===== src/rtl/instruction_sequencer.sv =====
// Sequencing back end of the control unit: instruction register, micro-step
// counter, latched ALU flags and the datapath cycle enable (incl. single-step).
module instruction_sequencer #(
  parameter  int INSTRUCTION_WIDTH = 16,
  parameter  int INSTRUCTION_STEPS = 32,
  localparam int STEP_WIDTH        = $clog2(INSTRUCTION_STEPS)
) (
  input  logic                         i_clk,
  input  logic                         i_reset,
  input  logic [INSTRUCTION_WIDTH-1:0] i_bus,
  input  logic                         i_ii,
  input  logic                         i_el,
  input  logic                         i_adv,
  input  logic                         i_hlt,
  input  logic                         i_alu_zero,
  input  logic                         i_alu_carry,
  input  logic                         i_alu_odd,
  input  logic                         i_single_step,
  input  logic                         i_step_pulse,
  input  logic                         i_resume,
  output logic [INSTRUCTION_WIDTH-1:0] o_instruction,
  output logic [STEP_WIDTH-1:0]        o_step,
  output logic                         o_zero,
  output logic                         o_carry,
  output logic                         o_odd,
  output logic                         o_cycle_en,
  output logic                         o_halted,
  output logic                         o_fault
);

  typedef enum logic [1:0] {
    ST_RUN    = 2'd0,
    ST_HALTED = 2'd1,
    ST_FAULT  = 2'd2
  } state_t;

  localparam logic [STEP_WIDTH-1:0] STEP_MAX = STEP_WIDTH'(INSTRUCTION_STEPS - 1);

  state_t                state, state_next;
  logic [STEP_WIDTH-1:0] step_next;

  always_ff @(posedge i_clk) begin
    if (i_reset) begin
      state <= ST_RUN;
    end else begin
      state <= state_next;
    end
  end

  // HLT outranks ADV; a step counter hitting max without either is a runaway
  always_comb begin
    state_next = state;
    step_next  = o_step;
    case (state)
      ST_RUN: begin
        if (o_cycle_en) begin
          if (i_hlt) begin
            state_next = ST_HALTED;
          end else if (i_adv) begin
            step_next = '0;
          end else if (o_step == STEP_MAX) begin
            state_next = ST_FAULT;
          end else begin
            step_next = o_step + STEP_WIDTH'(1);
          end
        end
      end
      ST_HALTED: begin
        if (i_resume) begin
          state_next = ST_RUN;
          step_next  = '0;
        end
      end
      default: begin
        state_next = state;
      end
    endcase
  end

  always_comb begin
    o_cycle_en = (state == ST_RUN) & (~i_single_step | i_step_pulse);
  end

  // Registered decoder-facing state; instruction and flags load only on enabled cycles
  always_ff @(posedge i_clk) begin
    if (i_reset) begin
      o_step        <= '0;
      o_instruction <= '0;
      o_zero        <= 1'b0;
      o_carry       <= 1'b0;
      o_odd         <= 1'b0;
      o_halted      <= 1'b0;
      o_fault       <= 1'b0;
    end else begin
      o_step   <= step_next;
      o_halted <= (state_next == ST_HALTED);
      o_fault  <= (state_next == ST_FAULT);
      if (o_cycle_en && i_ii) begin
        o_instruction <= i_bus;
      end
      if (o_cycle_en && i_el) begin
        o_zero  <= i_alu_zero;
        o_carry <= i_alu_carry;
        o_odd   <= i_alu_odd;
      end
    end
  end

endmodule


===== config.mk =====
export PLATFORM = sky130hd
export DESIGN_NAME = instruction_sequencer
export DESIGN_NICKNAME = d
export VERILOG_FILES = /design/src/rtl/instruction_sequencer.sv
export SDC_FILE = /design/constraint.sdc
export NUM_CORES = 1
export LEC_CHECK = 0
export BUFFER_PORTS_ARGS = -buffer_cell sky130_fd_sc_hd__buf_2
export CELL_PAD_IN_SITES_DETAIL_PLACEMENT = 0
export CELL_PAD_IN_SITES_GLOBAL_PLACEMENT = 1
export CORE_UTILIZATION = 33
export CTS_BUF_LIST = sky130_fd_sc_hd__clkbuf_8
export DETAILED_ROUTE_END_ITERATION = 6
export GPL_TIMING_DRIVEN = 0
export PLACE_DENSITY_LB_ADDON = 0.3
export SLEW_MARGIN = 0
export SYNTH_ARGS = -nofsm -noshare
export SYNTH_HDL_FRONTEND = slang
export SYNTH_SLANG_ARGS = --single-unit

===== constraint.sdc =====
create_clock -name i_clk -period 2.35 [get_ports i_clk]
set_input_delay 0 -clock i_clk [delete_from_list [all_inputs] [get_ports i_clk]]
set_output_delay 0 -clock i_clk [all_outputs]
set_load 0.01 [all_outputs]

# == Yosys cells after proc, flatten, opt, wreduce, memory -nomap -nowiden ==
# Index checks and enable logic that the tools add are counted.
# totals
out_inout_bits,27
inputBits,28
regBits,28
# op_classes
n_reduce_logical,5
n_bitwise,3
eq_ne,8
add_sub_neg,1
mux,12
# op_table
operator,count
5-bit 2-to-1 mux,5
2-bit 2-to-1 mux,5
5-bit one-hot mux with 2 select lines,1
"2-bit != test, second input constant",3
"5-bit by 1-bit adder with 5-bit output, second input constant",1
"5-bit equality test, second input constant",1
5-bit AND reduction,1
"2-bit by 1-bit equality test with 1-bit output, second input constant",2
2-bit one-hot mux with 2 select lines,1
"3-bit != test, second input constant",1
"2-bit equality test, second input constant",1
1-bit logical AND,2
2-bit zero test,1
2-bit nonzero test,1
1-bit AND,1
1-bit NOT,1
1-bit OR,1

# == Logic depth before layout (Yosys ltp) ==
# Gate-level depths: netlist (run 1).
# depth
word_depth,7
mapped_depth,7
depth_no_buf,7

# == Least setup slack after synthesis (run 1) ==
# No wires, ideal clock.
# synth_timing
kind,register to register
start,reg o_step[0]
end,reg o_step[2]
synth_period_minus_slack_ns,1.745
path_buffers,0
setup_slack_ns,0.605
t_arrival_ns,1.613
stages_incl_launch_ff,8
cell_sequence,dfxtp_1 -> ha_1 -> and3_1 -> ha_1 -> nor2b_1 -> o31a_1 -> o31ai_1 -> a21oi_1
# synth_between
elab_chain_len,6
# synth_lines
item,line,source
from (decl),22,"output logic [STEP_WIDTH-1:0] o_step,"
from (signal assigned),95,o_step <= step_next;
5-bit by 1-bit adder with 5-bit output,64,step_next = o_step + STEP_WIDTH'(1);
5-bit 2-to-1 mux,61,end else if (o_step == STEP_MAX) begin
5-bit 2-to-1 mux,59,end else if (i_adv) begin
5-bit 2-to-1 mux,57,if (i_hlt) begin
5-bit 2-to-1 mux,56,if (o_cycle_en) begin
5-bit one-hot mux with 2 select lines,54,case (state)
# Several ways; a longest one is shown, not always the timed one. The select of a mux whose other input is x is not followed.
# A chain may end at the register's enable or synchronous reset.

# == Worst setup path after layout (run 1) ==
# Ends and elaborated chain as after synthesis.

==> out/metrics.yaml, run 1 <==
power_and_ir_drop:
  total_power_mw: 1.07
  combPwrFrac_pct: 16.5
  pwr_density_cell_nw_per_um2: 620
  p_clk_share_pct: 36.1
  p_leak_nw: 0.815
  vdd_drop_max_uv: 339
  power.share.sequential_pct: 47.4
  switching_share_pct: 24.4
  p_int_mw: 0.812
  switchingPower_mw: 0.262
timing:
  fin_crit_sh_pct: 80.9
  whs_ns: 0.0774
  final-setup-viol-count: 0
  tightest_slew_ns: 0.478
  period_minus_slack_ns: 1.90
  max_slew_margin_pct: 68.1
  skew_ns: 0.00736
  finalHoldViolations: 0
  fin_ws_ns: 0.448
  slew_violations: 0
  fin_setup_tns_ns: 0
  clock.fmax_ghz: 0.526
  rsz0062_at_grt: "no"
route:
  wl_per_cell_um: 11.9
  drt-initial-drc-count: 92
  detail_route.wirelength_um: 3060
  drtAntennaViolNets: 0
  first_pass_iters: 4
  vias: 1215
  drc: 0
  via_per_inst: 4.73
worst_setup_path:
  cp-start-kind: "register"
  slowest_stage: "dfxtp_1"
  cp_common_cell: "ha_1"
  rr_worst_depth: 7
  crit_path_cell_trace: "ha_1 > and3_1 > ha_1 > nor2b_1 > o31a_1 > o31ai_1 > a21oi_1"
  slowest_delay_ns: 0.36
  cp-end-kind: "register"
  reg2reg_from: "o_step[0]"
  crit_fanout: 5
  cp.required_ns: 2.50
  arrival_ns: 2.05
  r2r-end: "o_step[2]"
  ff2ff_setup_slack_ns: 0.45
  crit_type: "register to register"
  critical_path_buf_inv_count: 0
  crit_family: "compound AO/OA/AOI/OAI gates"
clocking:
  clockBufferDepth: 2
  cts_tree: "built"
  cts.sinks: 28
  clock_latency_ns: 0.28
  cts_resized: 0
  ctsRootBufferMaster: "clkbuf_8"
  numCtsBuffers: 3
  postCtsSetupBuffers: 0
  cts_hold_buf: 19
  clk_pin_slew_worst_paths_ns: 0.11
  htree_levels: 1
yosys:
  synth.avg_cell_area_um2: 8.49
  yosysUniqueCellTypes: 30
  synthTopCellsByArea: "dfxtp_1, nand2_1, a21oi_1"
  synth_common_cells: "nand2_1, dfxtp_1, a21oi_1"
  synthCells: 135
  synthArstFlopShare_pct: 0
  ys_ff_latch: 28
  netlist_area_um2: 1150
  yosys_warnings: 0
  synth.most_common_cell: "nand2_1"
  synth_flop_cell: "dfxtp_1"
  syn_nets: 165
  yosysTopAreaCellShare_pct: 48.9
  synth_edf_count: 0
  seq_area_frac_synth_pct: 48.9
  synth_largest_area_cell: "dfxtp_1"
die:
  coreArea_um2: 3340
  row_count: 21
  die_w_um: 60.9
  start_util_pct: 34.3
  dieArea_um2: 3710
  die_y_um: 60.9
  boundaryPins: 55
global_route:
  grt-ovfl-total: 0
  grt_max_degree: 17
  antenna_found_initial: 0
  grt_usage_pct: 17.6
  grt_pass1_vias: 1103
  grt_pass1_wl_um: 4810
place:
  dp.cells: 234
  dpl_worst_slack_ns: 0.483
  placed_area_um2: 1470
  dp_hpwl_um: 2110
  routabilityCongestion: 0.861
  io_buffers: 53
final_layout:
  syn2layout_area_growth_pct: 51.0
  drive_above_1_share_pct: 31.3
  nNetsFinal: 242
  final_core_util_pct: 51.9
  fin_area_um2: 1730
  antenna_cells_inserted: 0
  final_cells: 257
  fill_cells: 332
job:
  maxCapViolations: 0
min_path:
  hold_class: "input port to register"
  hold_depth: 2
  holdCritStartpoint: "i_reset"
  hold_end: "o_instruction[12]"
run_status:
  outcome: "complete, no violations"
[cell usage in the layout, fill, tap and decap left out]
cell type,instances
o21bai_1,1
and3_1,2
nand2b_1,2
nor2_1,7
buf_6,1
and2_1,3
o31ai_1,2
nand4b_1,1
bufinv_16,1
nor3b_1,1
nand2_1,33
inv_1,1
a41oi_1,1
clkbuf_1,3
nor2_4,1
mux2i_1,3
nor2b_1,3
a21oi_1,21
o31ai_2,1
clkbuf_8,3
nand4_1,4
o21ai_0,3
o21ba_2,1
ha_1,2
nand3_1,2
a32oi_1,1
dfxtp_1,28
nor3_1,1
dlygate4sd3_1,19
buf_2,56
o31a_1,1
buf_4,1
nand3_2,1
[worst max path at each step]
stage | startpoint | end | slack (ns) | cells after the start
global route | o_step[0] | o_step[3] | 0.30 | 7
CTS | o_step[0] | o_step[0] | 0.46 | 7
detailed placement | o_step[0] | o_step[3] | 0.48 | 7
floorplan | o_step[0] | o_step[2] | 0.60 | 7
finish | o_step[0] | o_step[2] | 0.45 | 7
global placement | o_step[0] | o_step[2] | 0.48 | 7
[layout make-up]
| type | count | area, um^2 | area share [%] |
|---|---|---|---|
| Sequential cell | 28 | 561 | 32.4 |
| Tap cell | 46 | 57.6 | 3.33 |
| Multi-Input combinational cell | 98 | 537 | 31.0 |
| Inverter | 1 | 3.75 | 0.217 |
| Buffer | 8 | 45.0 | 2.60 |
| Clock inverter | 1 | 30.0 | 1.74 |
| Clock buffer | 3 | 41.3 | 2.39 |
| Timing Repair Buffer | 72 | 455 | 26.3 |
[layer usage]
| layer | track usage [%] | wire (um) | share of wire, % | up-vias |
|---|---|---|---|---|
| li1 | - | - | - | 618 |
| met1 | 21.5 | 1370 | 45 | 553 |
| met2 | 30.8 | 1530 | 50 | 42 |
| met3 | 3.20 | 143 | 4.7 | 2 |
| met4 | 6.17 | 19 | 0.62 | 0 |
| met5 | 0 | 0 | 0 | - |
[flip-flops by register name (all words and copies together), names as in the netlist]
name,count
state,2
o_instruction,16
o_halted,1
o_carry,1
o_fault,1
o_zero,1
o_odd,1
o_step,5
[power by group through the flow]
stage               registers (mW)  logic, mW  clock network [mW]
floorplan                    0.530     0.0760                   0
global placement             0.518      0.150                   0
detailed placement           0.519      0.152                   0
CTS                          0.509      0.176               0.392
global route                 0.512      0.196               0.418
finish                       0.509      0.177               0.388
[cell families after synthesis]
logic type,Yosys count,synth area share [%]
DFF,28,48.9
AOI/OAI and AO/OA,32,16.7
buffers and inverters,9,4.26
and+or+nand+nor,61,25.3
adders and majority gates,2,2.18
muxes,3,2.62
Power figures use the tool's default switching activity.
==> inputs of run 2 (changes only) <==
- CORE_UTILIZATION: 33 -> 30
- clock period: 2.35 -> 1.7 ns (I/O delays scaled with it)
==> run 2 against run 1 <==
The run now ends with negative setup slack left. Clock skew grew 0.00074 ns. Design area rose by 3.9%. Critical endpoint unchanged. Clock-buffer cell count is the same. Non-clock buffer count up 2. Cell count grew 1.6%. Utilization decreased by 2.7 points. Combinational power increased by 41%. Sequential share of layout area fell by 1.1 points.
==> out/metrics.yaml, run 2 (synthesis gave the netlist of run 1 again) <==
final_layout:
  drive_above_1_share_pct: 35.7
  nNetsFinal: 244
  multi_input_area_um2: 584
  ff_latch_area_um2: 563
  fin_area_um2: 1800
  antenna_cells_inserted: 0
  top_register: "o_instruction"
  largest_reg_flops: 16
  layout_common_cells: "buf_2, nand2_1, dfxtp_1"
  reg_top3: "o_instruction (16), o_step (5), state (2)"
  final_core_util_pct: 49.1
  syn2layout_area_growth_pct: 56.9
  fill_cells: 353
  final_common_cell: "buf_2"
job:
  maxCapViolations: 0
worst_setup_path:
  rr_worst_depth: 7
  arrival_ns: 1.88
  reg2reg_from: "o_step[0]"
  ff2ff_setup_slack_ns: -0.04
  slowest_delay_ns: 0.35
  critical_path_buf_inv_count: 0
  cp_common_cell: "ha_4"
  cp.required_ns: 1.84
  r2r-end: "o_step[2]"
  cp-end-kind: "register"
  cp-start-kind: "register"
  crit_fanout: 5
  crit_family: "compound AO/OA/AOI/OAI gates"
  slowest_stage: "dfxtp_2"
  crit_type: "register to register"
  crit_path_cell_trace: "ha_4 > and3_4 > ha_4 > nor2b_4 > o31a_1 > o31ai_2 > a21oi_1"
timing:
  finalHoldViolations: 0
  clock.fmax_ghz: 0.575
  whs_ns: 0.0710
  fin_crit_sh_pct: 102
  fin_ws_ns: -0.0384
  slew_violations: 0
  final-setup-viol-count: 2
  max_slew_margin_pct: 66.6
  rsz0062_at_grt: "yes"
  skew_ns: 0.00810
  period_minus_slack_ns: 1.74
  tightest_slew_ns: 0.501
die:
  die_w_um: 63.8
  dieArea_um2: 4070
  start_util_pct: 31.3
  row_count: 22
  die_y_um: 63.8
  coreArea_um2: 3660
  boundaryPins: 55
min_path:
  holdCritStartpoint: "i_reset"
  hold_depth: 2
  hold_class: "input port to register"
  hold_end: "o_instruction[12]"
place:
  routabilityCongestion: 0.728
  io_buffers: 53
  placed_area_um2: 1480
  dp_hpwl_um: 2110
global_route:
  antenna_found_initial: 0
  grt_max_degree: 17
  grt_pass1_wl_um: 5000
  grt_pass1_vias: 1178
  grt-ovfl-total: 0
  grt_usage_pct: 15.6
clocking:
  numCtsBuffers: 3
  cts.sinks: 28
  htree_levels: 1
  cts_tree: "built"
  clockBufferDepth: 2
  ctsRootBufferMaster: "clkbuf_8"
  clk_pin_slew_worst_paths_ns: 0.10
  clock_latency_ns: 0.28
run_status:
  outcome: "finished, violations left"
  violations: "negative setup slack"
route:
  drt-initial-drc-count: 36
  detail_route.wirelength_um: 3050
  vias: 1233
  first_pass_iters: 4
  via_per_inst: 4.72
  drtAntennaViolNets: 0
  wl_per_cell_um: 11.7
  drc: 0
power_and_ir_drop:
  total_power_mw: 1.47
  p_leak_nw: 0.816
  vdd_drop_max_uv: 300
  pwr_density_cell_nw_per_um2: 820
==> run 2: changes by cell type in the layout (fill, tap and decap cells not counted), sizes merged <==
| cell | change |
|---|---|
| buf | +2 |
==> run 2: report_power, final <==
group	switching [mW]	internal [mW]
clock	0.205	0.315
sequential	0.0154	0.688
combinational	0.128	0.122
total	0.348	1.13
==> run 2: worst max-delay path by stage <==
stage,startpoint,endpoint,cells past startpoint
floorplan,o_step[0],o_step[2],7
global placement,o_step[0],o_step[2],7
detailed placement,o_step[0],o_step[2],7
CTS,o_step[1],o_step[2],7
global route,o_step[0],o_step[2],7
finish,o_step[0],o_step[2],7
==> run 2: final cells by class <==
class	instances	share of cell area [%]
multi-input cells	98	32.5
flip-flops and latches	28	31.3
repair buffers	74	26.2
well taps	48	3.34
plain buffers	8	2.51
clock buffers	3	2.30
clock inverters	1	1.67
inverters	1	0.209
==> run 2: repair_timing <==
action	in CTS	in global routing
hold endpoints to repair	19	0
resized for setup	6	2
hold buffers	19	0
buffers inserted	2	0
setup endpoints to repair	5	5
pin swaps	4	1
==> run 2: worst register-to-register path, delay by kind of cell, from the launching register on <==
kind | cells | cell delay [ns]
flops | 1 | 0.35
fa+ha+maj | 2 | 0.31
simple gates | 2 | 0.30
compound gates | 3 | 0.66
==> run 2: stage by stage <==
stage                     instances  setup slack (ns)  TNS (ns)
final                           261           -0.0384   -0.0467
after global routing            261           -0.0998    -0.378
after CTS                       261           -0.0471   -0.0471
after detailed placement        236            -0.131    -0.443
after global placement          236            -0.101    -0.300
after floorplan                 135           0.00325         0
==> run 2: layer usage <==
metal  global-route usage, %  vias to the layer above  wire (um)
met5                       0                        -          0
met4                    6.82                        0         42
met3                    3.21                        5        200
met2                    26.2                       57       1410
met1                    19.2                      556       1400
li1                        -                      615          -
==> inputs of run 3 (changes only) <==
- BUFFER_PORTS_ARGS: -buffer_cell sky130_fd_sc_hd__buf_2 -> -buffer_cell sky130_fd_sc_hd__buf_4
- CELL_PAD_IN_SITES_DETAIL_PLACEMENT: 0 -> default
- CELL_PAD_IN_SITES_GLOBAL_PLACEMENT: 1 -> default
- CORE_UTILIZATION: 30 -> 42
- RECOVER_POWER: default -> 100
==> run 3 against run 2 <==
Combinational power grew 4%. Clock skew shrank 0.0025 ns. Largest cell class unchanged. Largest power group unchanged. The run still ends with negative setup slack left. Clock power shrank 21%. Total power shrank 6.5%. Clock-buffer cell count grew 1. Hold slack gained 0.012 ns. Design area shrank 0.21%. First-iteration DRC count shrank 42%. Highest routed layer unchanged. Utilization grew 22 points. Register-to-register slack is essentially flat.
==> out/metrics.yaml, run 3 (synthesis gave the netlist of run 1 again) <==
timing:
  final-setup-viol-count: 1
  rsz0062_at_grt: "yes"
  period_minus_slack_ns: 1.74
  max_slew_margin_pct: 71.8
  clock.fmax_ghz: 0.574
  slew_violations: 0
  tightest_slew_ns: 0.424
  fin_ws_ns: -0.0407
  finalHoldViolations: 0
  skew_ns: 0.00562
  fin_crit_sh_pct: 102
worst_setup_path:
  cp.required_ns: 1.85
  arrival_ns: 1.89
  crit_type: "register to register"
  crit_fanout: 5
  cp-start-kind: "register"
  cp-end-kind: "register"
place:
  placed_area_um2: 1590
  io_buffers: 53
  routabilityCongestion: 0.854
  dp.cells: 218
  dp_hpwl_um: 2130
global_route:
  grt_use_met1_pct: 25.5
  grt_util_met3_pct: 5.83
  grt_pass1_vias: 1192
  grt_busiest_layer: "met2"
  antenna_found_initial: 0
  grt_pass1_wl_um: 4950
  gr-usage-met2_pct: 42.3
  grt_usage_pct: 23.5
  grt-ovfl-total: 0
  grt_max_degree: 16
clocking:
  clockBufferDepth: 2
  numCtsBuffers: 3
  cts_tree: "built"
  htree_levels: 1
  cts.sinks: 28
  clk_pin_slew_worst_paths_ns: 0.09
  ctsRootBufferMaster: "clkbuf_8"
  clock_latency_ns: 0.27
final_layout:
  antenna_cells_inserted: 0
  final_common_cell: "nand2_1"
  nNetsFinal: 245
  layout_common_cells: "nand2_1, buf_4, clkbuf_1"
  final_cells: 244
  top_register: "o_instruction"
  drive_above_1_share_pct: 23.8
  syn2layout_area_growth_pct: 56.6
  reg_top3: "o_instruction (16), o_step (5), state (2)"
  fill_cells: 226
  largest_reg_flops: 16
  final_core_util_pct: 71.1
  fin_area_um2: 1790
die:
  boundaryPins: 55
  coreArea_um2: 2520
  dieArea_um2: 2940
  start_util_pct: 45.4
  row_count: 18
  die_w_um: 54.2
  die_y_um: 54.2
route:
  detail_route.wirelength_um: 3320
  wl_per_cell_um: 13.6
  drt-initial-drc-count: 21
  first_pass_iters: 4
  via_per_inst: 5.21
  drtAntennaViolNets: 0
  drc: 0
  vias: 1271
power_and_ir_drop:
  pwr_density_cell_nw_per_um2: 768
  p_clk_share_pct: 30.0
  combPwrFrac_pct: 18.9
  vdd_drop_max_uv: 698
  p_leak_nw: 0.735
  p_int_mw: 1.02
  switching_share_pct: 25.7
  power.share.sequential_pct: 51.1
  switchingPower_mw: 0.354
run_status:
  violations: "negative setup slack"
  outcome: "finished, violations left"
job:
  maxCapViolations: 0
min_path:
  hold_class: "input port to register"
-- run 3: cell types whose count changed in the layout (fill, tap and decap cells not counted), sizes merged --
| cell | before | now |
|---|---|---|
| bufinv | 1 | 0 |
| clkbuf | 6 | 32 |
| buf | 60 | 36 |
-- run 3: worst max-delay path, stage by stage (launching register included) --
cell and delay [ns]:
dfxtp_2 0.35, ha_4 0.16, and3_4 0.18, ha_4 0.14, nor2b_4 0.12, o31a_1 0.31, o31ai_2 0.25, a21oi_1 0.10
-- run 3: power by group through the flow --
| stage | clock, mW | sequential (mW) | combinational (mW) |
|---|---|---|---|
| global route | 0.448 | 0.709 | 0.285 |
| floorplan | 0 | 0.733 | 0.105 |
| global placement | 0 | 0.718 | 0.232 |
| finish | 0.413 | 0.705 | 0.260 |
| CTS | 0.411 | 0.705 | 0.281 |
| detailed placement | 0 | 0.721 | 0.239 |
-- run 3: routing by layer --
| layer | up-vias | part of all wire (%) | routed length [um] |
|---|---|---|---|
| met5 | - | 0 | 0 |
| met4 | 0 | 3.2 | 106 |
| met3 | 14 | 4.8 | 160 |
| met2 | 52 | 53 | 1750 |
| met1 | 580 | 39 | 1300 |
| li1 | 625 | - | - |
-- run 3: metrics by stage --
step / hold slack (ns) / TNS (ns) / power (mW) / worst slack (ns)
after floorplan: 0.136 / 0 / 0.838 / 0.00325
after global placement: 0.233 / -0.241 / 0.951 / -0.0858
after detailed placement: 0.256 / -0.390 / 0.960 / -0.129
after CTS: 0.0771 / -0.0314 / 1.40 / -0.0314
after global routing: 0.100 / -0.778 / 1.44 / -0.120
final: 0.0826 / -0.0407 / 1.38 / -0.0407
-- run 3: worst paths after layout --
kind / startpoint / to / slack [ns] / cells after the start
worst min register to register: o_instruction[2] / o_instruction[2] / 0.46 / 2
worst max register to register: o_step[1] / o_step[2] / -0.04 / 7
worst max-delay path: o_step[1] / o_step[2] / -0.04 / 7
worst min-delay path: i_hlt / state[0] / 0.08 / 3
-- run 3: timing repair --
item,4_1_cts,5_1_grt
gates resized for setup,6,2
buffers inserted,3,0
hold buffers,19,0
pin swaps,4,0
endpoints found under the hold margin,19,0
endpoints found under the setup margin,5,6
-- run 3: cell type report --
class	instances	area [um^2]	area share, %
Multi-Input combinational cell	98	579	32.3
Sequential cell	28	563	31.4
Timing Repair Buffer	75	520	29.0
Clock buffer	4	55.1	3.07
Tap cell	30	37.5	2.09
Buffer	8	35.0	1.95
Inverter	1	3.75	0.209
